### config.mk
export PLATFORM = sky130hd
export DESIGN_NAME = axis_comb_decoder
export DESIGN_NICKNAME = d
export VERILOG_FILES = /design/src/rtl/axis_comb_pkg.sv /design/src/rtl/comb_history_ring.sv /design/src/rtl/axis_comb_decoder.sv
export SDC_FILE = /design/constraint.sdc
export NUM_CORES = 1
export LEC_CHECK = 0
export CORE_ASPECT_RATIO = 0.6
export CORE_UTILIZATION = 25
export CTS_BUF_LIST = sky130_fd_sc_hd__clkbuf_8
export CTS_CLUSTER_DIAMETER = 30
export DETAILED_ROUTE_END_ITERATION = 8
export PLACE_DENSITY = 0.42
export SYNTH_ARGS = -nofsm -noshare
export SYNTH_HDL_FRONTEND = slang
export SYNTH_SLANG_ARGS = --single-unit
export TNS_END_PERCENT = 1
### constraint.sdc
create_clock -name clk -period 6.75 [get_ports clk]
set_input_delay 0.675 -clock clk [delete_from_list [all_inputs] [get_ports clk]]
set_output_delay 0.675 -clock clk [all_outputs]
set_load 0.02 [all_outputs]
### src/rtl/axis_comb_pkg.sv
// Shared types and ring-index helpers for the AXI-Stream comb decoder.
package axis_comb_pkg;

  localparam int unsigned HIST_DEPTH = 16;
  localparam int unsigned HIST_PTR_W = $clog2(HIST_DEPTH);

  typedef enum logic {
    IDLE   = 1'b0,
    IN_PKT = 1'b1
  } state_t;

  // (wp - k) mod depth for wp < depth and k <= depth, without a divider
  function automatic int unsigned ring_sub(input int unsigned wp,
                                           input int unsigned k,
                                           input int unsigned depth = HIST_DEPTH);
    int unsigned t;
    t = wp + depth - k;
    return (t >= depth) ? t - depth : t;
  endfunction

endpackage

### src/rtl/comb_history_ring.sv
// History ring of recovered samples: one write port, one asynchronous read
// port addressed as a distance back from the write pointer.
module comb_history_ring
  import axis_comb_pkg::*;
#(
  parameter int unsigned DATA_W = 8,
  parameter int unsigned MAX_K  = HIST_DEPTH,
  parameter int unsigned PTR_W  = HIST_PTR_W,
  parameter int unsigned DIST_W = 5
) (
  input  logic              clk,
  input  logic              rst,
  input  logic              wr_en,
  input  logic              clr,
  input  logic [DATA_W-1:0] wr_data,
  input  logic [DIST_W-1:0] rd_dist,
  output logic [DATA_W-1:0] rd_data
);

  logic [DATA_W-1:0] mem [MAX_K];
  logic [PTR_W-1:0]  wp;
  logic [PTR_W-1:0]  rp;

  assign rp      = PTR_W'(ring_sub(32'(wp), 32'(rd_dist), MAX_K));
  assign rd_data = mem[rp];

  // Pointer wraps explicitly so MAX_K need not be a power of two
  always_ff @(posedge clk) begin
    if (rst) begin
      wp <= '0;
    end else if (wr_en) begin
      if (clr || (wp == PTR_W'(MAX_K - 1))) wp <= '0;
      else                                  wp <= wp + PTR_W'(1);
    end
  end

  always_ff @(posedge clk) begin
    if (wr_en) mem[wp] <= wr_data;
  end

endmodule

### src/rtl/axis_comb_decoder.sv
// AXI-Stream decoder inverting y[n] = x[n] + x[n-k] per packet, with a
// single output register and full backpressure.
module axis_comb_decoder
  import axis_comb_pkg::*;
#(
  parameter int unsigned DATA_W = 8,
  parameter int unsigned MAX_K  = HIST_DEPTH,
  parameter int unsigned CNT_W  = 16
) (
  input  logic              clk,
  input  logic              rst,
  input  logic [DATA_W-1:0] s_data,
  input  logic              s_valid,
  input  logic              s_last,
  output logic              s_ready,
  input  logic [DATA_W-1:0] k,
  output logic [DATA_W-1:0] m_data,
  output logic              m_valid,
  output logic              m_last,
  input  logic              m_ready,
  output logic              busy,
  output logic              cfg_err,
  output logic [CNT_W-1:0]  pkt_count
);

  localparam int unsigned PTR_W = (MAX_K == HIST_DEPTH) ? HIST_PTR_W :
                                  ((MAX_K > 1) ? $clog2(MAX_K) : 1);
  localparam int unsigned N_W   = $clog2(MAX_K + 1);

  state_t            state_q, state_d;
  logic [N_W-1:0]    k_q;
  logic [N_W-1:0]    n_q;
  logic [N_W-1:0]    k_eff;
  logic              accept;
  logic              k_ok;
  logic              use_hist;
  logic [DATA_W-1:0] hist_rd;
  logic [DATA_W-1:0] dec;

  assign s_ready = !rst && (!m_valid || m_ready);
  assign accept  = s_valid && s_ready;
  assign busy    = (state_q == IN_PKT);

  // First beat of a packet takes k straight from the port, later beats use k_q
  assign k_ok     = (k <= DATA_W'(MAX_K));
  assign k_eff    = (state_q == IDLE) ? (k_ok ? N_W'(k) : '0) : k_q;
  assign use_hist = (k_eff != '0) && (n_q >= k_eff);
  assign dec      = use_hist ? (s_data - hist_rd) : s_data;

  comb_history_ring #(
    .DATA_W (DATA_W),
    .MAX_K  (MAX_K),
    .PTR_W  (PTR_W),
    .DIST_W (N_W)
  ) u_ring (
    .clk     (clk),
    .rst     (rst),
    .wr_en   (accept),
    .clr     (s_last),
    .wr_data (dec),
    .rd_dist (k_eff),
    .rd_data (hist_rd)
  );

  always_comb begin
    state_d = state_q;
    case (state_q)
      IDLE:   if (accept && !s_last) state_d = IN_PKT;
      IN_PKT: if (accept && s_last)  state_d = IDLE;
    endcase
  end

  always_ff @(posedge clk) begin
    if (rst) begin
      state_q   <= IDLE;
      k_q       <= '0;
      n_q       <= '0;
      m_valid   <= 1'b0;
      m_last    <= 1'b0;
      m_data    <= '0;
      cfg_err   <= 1'b0;
      pkt_count <= '0;
    end else begin
      state_q <= state_d;
      if (m_valid && m_ready && m_last) pkt_count <= pkt_count + CNT_W'(1);
      if (accept) begin
        m_valid <= 1'b1;
        m_data  <= dec;
        m_last  <= s_last;
        if (state_q == IDLE) begin
          k_q <= k_eff;
          if (!k_ok) cfg_err <= 1'b1;
        end
        // Beat index only matters up to MAX_K, so it saturates there
        if (s_last)                     n_q <= '0;
        else if (n_q != N_W'(MAX_K))    n_q <= n_q + N_W'(1);
      end else if (m_ready) begin
        m_valid <= 1'b0;
        m_last  <= 1'b0;
      end
    end
  end

endmodule

=== Yosys cells after proc, flatten, opt, wreduce, memory -nomap -nowiden ===
Memories as Yosys holds them, arrays and structs flattened.
Cells that the tools add are included.

* Add/subtract/negate cells: 7
* Multiply operators: 0
* Divide/modulo/power cells: 0
* $lt $le $gt $ge: 3
* Equality and inequality tests: 2
* Shift-type cells: 0
* Muxes and demuxes: 15
* Bitwise logic cells: 2
* Reductions and logical operators: 18

{| class="wikitable"
|+ Operators by type and width
! kind !! count
|-
| $ge A32 B5 Y1 const B || 1
|-
| $mux W5 || 4
|-
| $add A16 B1 Y16 const B || 1
|-
| $le A8 B5 Y1 const B || 1
|-
| $mux W4 || 2
|-
| $mux W8 || 1
|-
| $sub A8 B8 Y8 || 1
|-
| $logic_and A1 B1 Y1 || 7
|-
| $mux W1 || 7
|-
| $sub A6 B5 Y7 || 1
|-
| $add A4 B5 Y6 const B || 1
|-
| $add A5 B1 Y5 const B || 1
|-
| $ge A5 B5 Y1 || 1
|-
| $ne A5 B5 Y1 const B || 1
|-
| $reduce_bool A5 Y1 || 1
|-
| $add A4 B1 Y4 const B || 1
|-
| $eq A4 B4 Y1 const B || 1
|-
| $reduce_and A2 Y1 || 2
|-
| $reduce_bool A2 Y1 || 2
|-
| $sub A4 B1 Y4 const B || 1
|-
| $logic_not A1 Y1 || 3
|-
| $reduce_and A3 Y1 || 1
|-
| $logic_or A1 B1 Y1 || 2
|-
| $not A1 Y1 || 2
|-
| $pmux W1 S2 || 1
|}

* Register bits after elaboration: 42
* Latch bits: 0
* Bits in writable memories: 128
* ROM bits: 0
* Bits of input ports: 21
* Memories: 1

{| class="wikitable"
|+ Memory list
! memory !! words !! width !! read ports !! clocked after memory_dff !! wr ports !! RTL line !! RTL
|-
| u_ring.mem || 16 || 8 || 1 || 0 || 1 || comb_history_ring.sv:20 || <nowiki>logic [DATA_W-1:0] mem [MAX_K];</nowiki>
|}

=== Logic depth before layout (Yosys ltp) ===
An unclocked memory read counts as a cell.

* Depth after elaboration: 9
* Gate-level depth with buffers: 21

=== Modules after synthesis ===
A second synthesis with hierarchy kept.

* Cells, all modules: 581
* Area total of the unflattened synthesis: 7,792.5 sq um

{| class="wikitable"
|+ Modules (own cells, without submodules)
! module !! instances !! cells each !! area each (sq um) !! seq. area each (sq um)
|-
| comb_history_ring || 1 || 307 || 5,489.0 || 3,923.8
|-
| axis_comb_decoder || 1 || 274 || 2,303.5 || 760.7
|}

=== Worst setup path after synthesis ===
OpenSTA, ideal clock, no wires.

* Kind: input to register
* Start point: input port k[7]
* End point: memory u_ring.mem[0][7] (data pin)
* Arrival: 5.245 ns
* Data required time: 6.504 ns
* Setup slack: 1.259 ns
* Stages on the path: 21
* Buffers on the path: 3
* Path through: nor3_4 and2_1 a22o_1 ha_1 inv_1 fa_1 clkbuf_1 buf_2 buf_2 mux4_2 mux2i_1 mux2i_1 inv_1 ha_1 nor2b_1 o21ai_0 a21o_1 a31o_2 nand3_1 mux2_4 xnor2_2

* Cells in the longest elaborated chain, start to end: 9

{| class="wikitable"
|+ RTL lines
! what !! RTL line !! RTL
|-
| start: declaration || axis_comb_decoder.sv:16 || <nowiki>input logic [DATA_W-1:0] k,</nowiki>
|-
| $le A8 B5 Y1 * || axis_comb_decoder.sv:45 || <nowiki>assign k_ok = (k <= DATA_W'(MAX_K));</nowiki>
|-
| $mux W5 * (2 in a row) || axis_comb_decoder.sv:46 || <nowiki>assign k_eff = (state_q == IDLE) ? (k_ok ? N_W'(k) : '0) : k_q;</nowiki>
|-
| named net k_eff[0] || axis_comb_decoder.sv:33 || <nowiki>logic [N_W-1:0] k_eff;</nowiki>
|-
| $sub A6 B5 Y7 || axis_comb_pkg.sv:17 || <nowiki>t = wp + depth - k;</nowiki>
|-
| $ge A32 B5 Y1 or $sub A4 B1 Y4 (tied branches) || axis_comb_pkg.sv:18 || <nowiki>return (t >= depth) ? t - depth : t;</nowiki>
|-
| $mux W4 || axis_comb_pkg.sv:18 ||
|-
| $mem_v2 Z16 W8 || n/a ||
|-
| $sub A8 B8 Y8 || axis_comb_decoder.sv:48 || <nowiki>assign dec = use_hist ? (s_data - hist_rd) : s_data;</nowiki>
|-
| $mux W8 * || axis_comb_decoder.sv:48 ||
|-
| named net dec[7] || axis_comb_decoder.sv:38 || <nowiki>logic [DATA_W-1:0] dec;</nowiki>
|-
| end: declaration || comb_history_ring.sv:20 ||
|}

The timed path passes the listed nets; every way through them passes the cells marked *.

=== Worst setup path in the final report ===
* Start point: input port k[7]
* End point: memory u_ring.mem[10][7] (data pin)

Same word-level chain as after synthesis.

==> flow_summary_export.csv <==
group,metric,value,unit
detailed_routing,count_of_nets_left_with_antenna_violations_after_detail_routing,0,
synthesis,synth_edf_count,128,
cts,post_cts.repair.setup_buffers,0,
sta,timing_max_transition_violations_final,0,
floorplanning,num_io_pins,50,
synthesis,seq_area_frac_synth,62.0,%
finish,flow.area_growth_from_synthesis,18.9,%
synthesis,post_synth_instance_area,7550,um^2
sta,final.setup_skew,0.0152,ns
sta,final.min_clock_period,5.76,ns
outcome,status,"completed",
synthesis,synth_top_area_share,50.9,%
critical_path,timing_worst_setup_path_type,"in2reg",
worst_hold_path,min_to,"cfg_err$_SDFFE_PP0P_",
critical_path,path_max_fanout,32,
power,power.switching,0.000533,W
cts,clock_latency,0.49,ns
finish,count_of_filler_cells_inserted_in_the_layout,2961,
power,vdd_ir_drop_max,0.000107,V
synthesis,post_synth_main_area_contributors,"edfxtp_1 51%, dfxtp_1 11%, mux4_2 10%, ha_1 3.3%, nor2_1 2.8%",
sta,worst_slew_pin_slew,1.29,ns
power,power.static_leakage,2.94,nW
floorplanning,fp-row-count,48,
synthesis,synthesis.nets,565,
critical_path,timing.rr.end,"u_ring.mem[10][7]$_DFFE_PP_",
cts,cts_inserted_buffers,17,
sta,final_min_period_over_clock_period,85.3,%
cts,cts-root-buf,"clkbuf_8",
sta,setup-tns-final,0,ns
power,switching_share,24.9,%
cts,clk_buf_depth,2,
synthesis,synthesized_area_divided_by_synthesized_cell_count,14.5,um^2
cts,cts_repair_resize_count,0,
floorplanning,die_w,226,um
power,comb_power_share,10.3,%
cts,cts.clk_slew.worst_paths,0.08,ns
synthesis,most_numerous_cell_in_the_yosys_netlist,"edfxtp_1",
power,cell_internal_pwr,0.00161,W
worst_hold_path,worst_hold_startpoint,"cfg_err$_SDFFE_PP0P_",
worst_hold_path,hold_path_depth,2,
power,power_frac_seq,53.4,%
placement,place_area,8560,um^2
floorplanning,die_area,30900,um^2
global_route,globalRoute.totalOverflow,0,
critical_path,ff2ff_setup_slack,1.24,ns
critical_path,r2r.worst_path.cells,19,
detailed_routing,wl_per_cell,19.4,um
synthesis,synth-seq-cells,170,
global_route,globalRouteTotalUtil,13.1,%
finish,antenna_cells,0,
floorplanning,core,29200,um^2
sta,worst_slew_margin_rel,13.4,%
sta,timing.final.setup_violations,0,
synthesis,synthTopCellsByCount,"128 x edfxtp_1, 57 x nor2_1, 42 x dfxtp_1",
critical_path,setup.worst_path.start,"k[7]",
floorplanning,initial_utilization,25.9,%
critical_path,timing.critical_path.arrival,5.94,ns
critical_path,cp_data_required_time,6.93,ns
synthesis,syn_inst,522,
placement,placement.io_buffers,49,
global_route,first_global_vias,4408,
worst_hold_path,worst_hold_path_type,"reg2reg",
detailed_routing,routed-via-count,4453,
detailed_routing,drtIter0Drc,351,
detailed_routing,vias_per_cell,4.51,
synthesis,synth.largest_area_cell,"edfxtp_1",
detailed_routing,detail_route.wirelength,19100,um
placement,hpwlAfterDp,13100,um
power,clock_network_fraction_of_total_power,36.3,%
power,cellPowerDensity,239,nW/um^2
critical_path,startpoint_type,"input port",
sta,final_hold_viol_count,0,
placement,gp_routability_congestion,0.774,
cts,clock_sinks,170,
synthesis,synthDistinctLibCells,49,
synthesis,synth-async-reset-ratio,0,%
critical_path,worst_setup_path_end_kind,"flop",
sta,fmax,174,MHz
finish,drive_above_1_share,16.8,%
synthesis,postSynth.topFlopCell,"edfxtp_1",
detailed_routing,firstDrtPassIters,5,
finish,design_area,8980,um^2
floorplanning,die_h,137,um
finish,num-nets-final,618,
sta,rsz_0062_raised_after_global_routing,"false",
run,max_cap_viol_count,0,
cts,htreeDepth,4,
global_route,wire_length_of_the_first_global_routing_pass,28400,um
cts,cts_tree,"done",
synthesis,synth_warnings,0,
global_route,grt_max_degree,39,
cts,cts_hold_repair.buffers,0,
global_route,grt_antenna_before_repair,0,
detailed_routing,drc_errors,0,
[layout make-up]
cell class | instances | area, um^2 | area share (%)
Sequential cell | 170 | 4680 | 52.2
Multi-Input combinational cell | 316 | 2750 | 30.6
Timing Repair Buffer | 58 | 583 | 6.49
Tap cell | 400 | 500 | 5.57
Clock buffer | 18 | 248 | 2.76
Clock inverter | 14 | 171 | 1.91
Inverter | 12 | 45.0 | 0.502
[per-layer routing]
| layer | vias to the layer above | part of all wire (%) | global-route usage, % |
|---|---|---|---|
| met3 | 16 | 5.1 | 3.67 |
| met2 | 98 | 38 | 16.3 |
| met5 | - | 0 | 0 |
| met1 | 2261 | 56 | 21.0 |
| li1 | 2078 | - | - |
| met4 | 0 | 1.0 | 3.49 |
[cell usage in the layout (no fill, tap or decap), types with 6 or more instances in the layout]
cell type | netlist | layout
a21oi_1 | 17 | 17
xor2_1 | 16 | 16
clkbuf_8 | 0 | 18
mux4_2 | 34 | 34
clkdlybuf4s50_1 | 0 | 49
mux2_2 | 11 | 11
edfxtp_1 | 128 | 128
a21o_1 | 9 | 9
mux2i_1 | 12 | 12
nand3_1 | 8 | 8
nor2_1 | 57 | 57
nand4_1 | 8 | 8
nor3b_1 | 8 | 8
inv_1 | 12 | 14
a22oi_1 | 7 | 7
dfxtp_1 | 42 | 42
buf_4 | 0 | 7
nand2b_1 | 6 | 6
nand2_1 | 28 | 28
xnor2_1 | 7 | 7
o21ai_0 | 9 | 9
ha_1 | 20 | 20
[sequential cells by signal (all words and copies together) (netlist names), named ones only]
| signal | cells |
|---|---|
| m_last | 1 |
| pkt_count | 16 |
| k_q | 5 |
| cfg_err | 1 |
| m_data | 8 |
| n_q | 5 |
| u_ring.mem | 128 |
| u_ring.wp | 4 |
| m_valid | 1 |
[metrics by stage]
step,std cells,utilization (%),hold WS (ns),setup WS [ns],power (W)
global route,988,30.8,0.537,0.668,0.00223
CTS,988,30.8,0.486,1.02,0.00216
detailed placement,956,29.3,0.461,0.511,0.00139
floorplan,522,-,0.454,1.26,0.00130
finish,988,30.8,0.475,0.994,0.00215
global placement,956,29.3,0.462,0.594,0.00139
[critical path: stages]
cell,delay (ns)
clkdlybuf4s50_1,0.44
nor3_4,0.32
and2_1,0.22
a22o_1,0.17
ha_1,0.14
inv_1,0.06
fa_2,0.55
buf_12,0.27
mux4_2,0.53
mux2i_1,0.34
mux2i_1,0.19
inv_1,0.10
ha_1,0.22
nor2b_1,0.12
o21ai_0,0.21
a21o_1,0.20
a31o_2,0.19
nand3_1,0.09
mux2_4,0.32
xnor2_2,0.57
[worst max-delay path by stage]
stage	to	slack [ns]
floorplan	u_ring.mem[0][7]$_DFFE_PP_	1.26
finish	u_ring.mem[10][7]$_DFFE_PP_	0.99
detailed placement	u_ring.mem[0][7]$_DFFE_PP_	0.51
CTS	u_ring.mem[10][7]$_DFFE_PP_	1.02
global route	u_ring.mem[15][7]$_DFFE_PP_	0.67
global placement	u_ring.mem[0][7]$_DFFE_PP_	0.59
[kinds of logic (layout without fill, tap and decap cells)]
logic type | Yosys count | in the layout | synth area share (%)
AOI/OAI and AO/OA | 56 | 56 | 5.04
xor gates and xnor gates | 25 | 25 | 3.10
adders and majority gates | 23 | 23 | 3.98
buffers and inverters | 36 | 102 | 1.87
DFF | 170 | 170 | 62.0
muxes | 61 | 61 | 14.1
and+or+nand+nor | 151 | 151 | 9.92
[power groups by stage]
stage / clock, W / combinational, W / sequential [W]
6_report: 0.000778 / 0.000221 / 0.00115
5_1_grt: 0.000843 / 0.000242 / 0.00115
4_1_cts: 0.000797 / 0.000221 / 0.00115
3_5_place_dp: 0 / 0.000220 / 0.00117
3_3_place_gp: 0 / 0.000218 / 0.00117
2_1_floorplan: 0 / 0.000130 / 0.00117
Note: power is estimated with default switching activity, not from simulation.
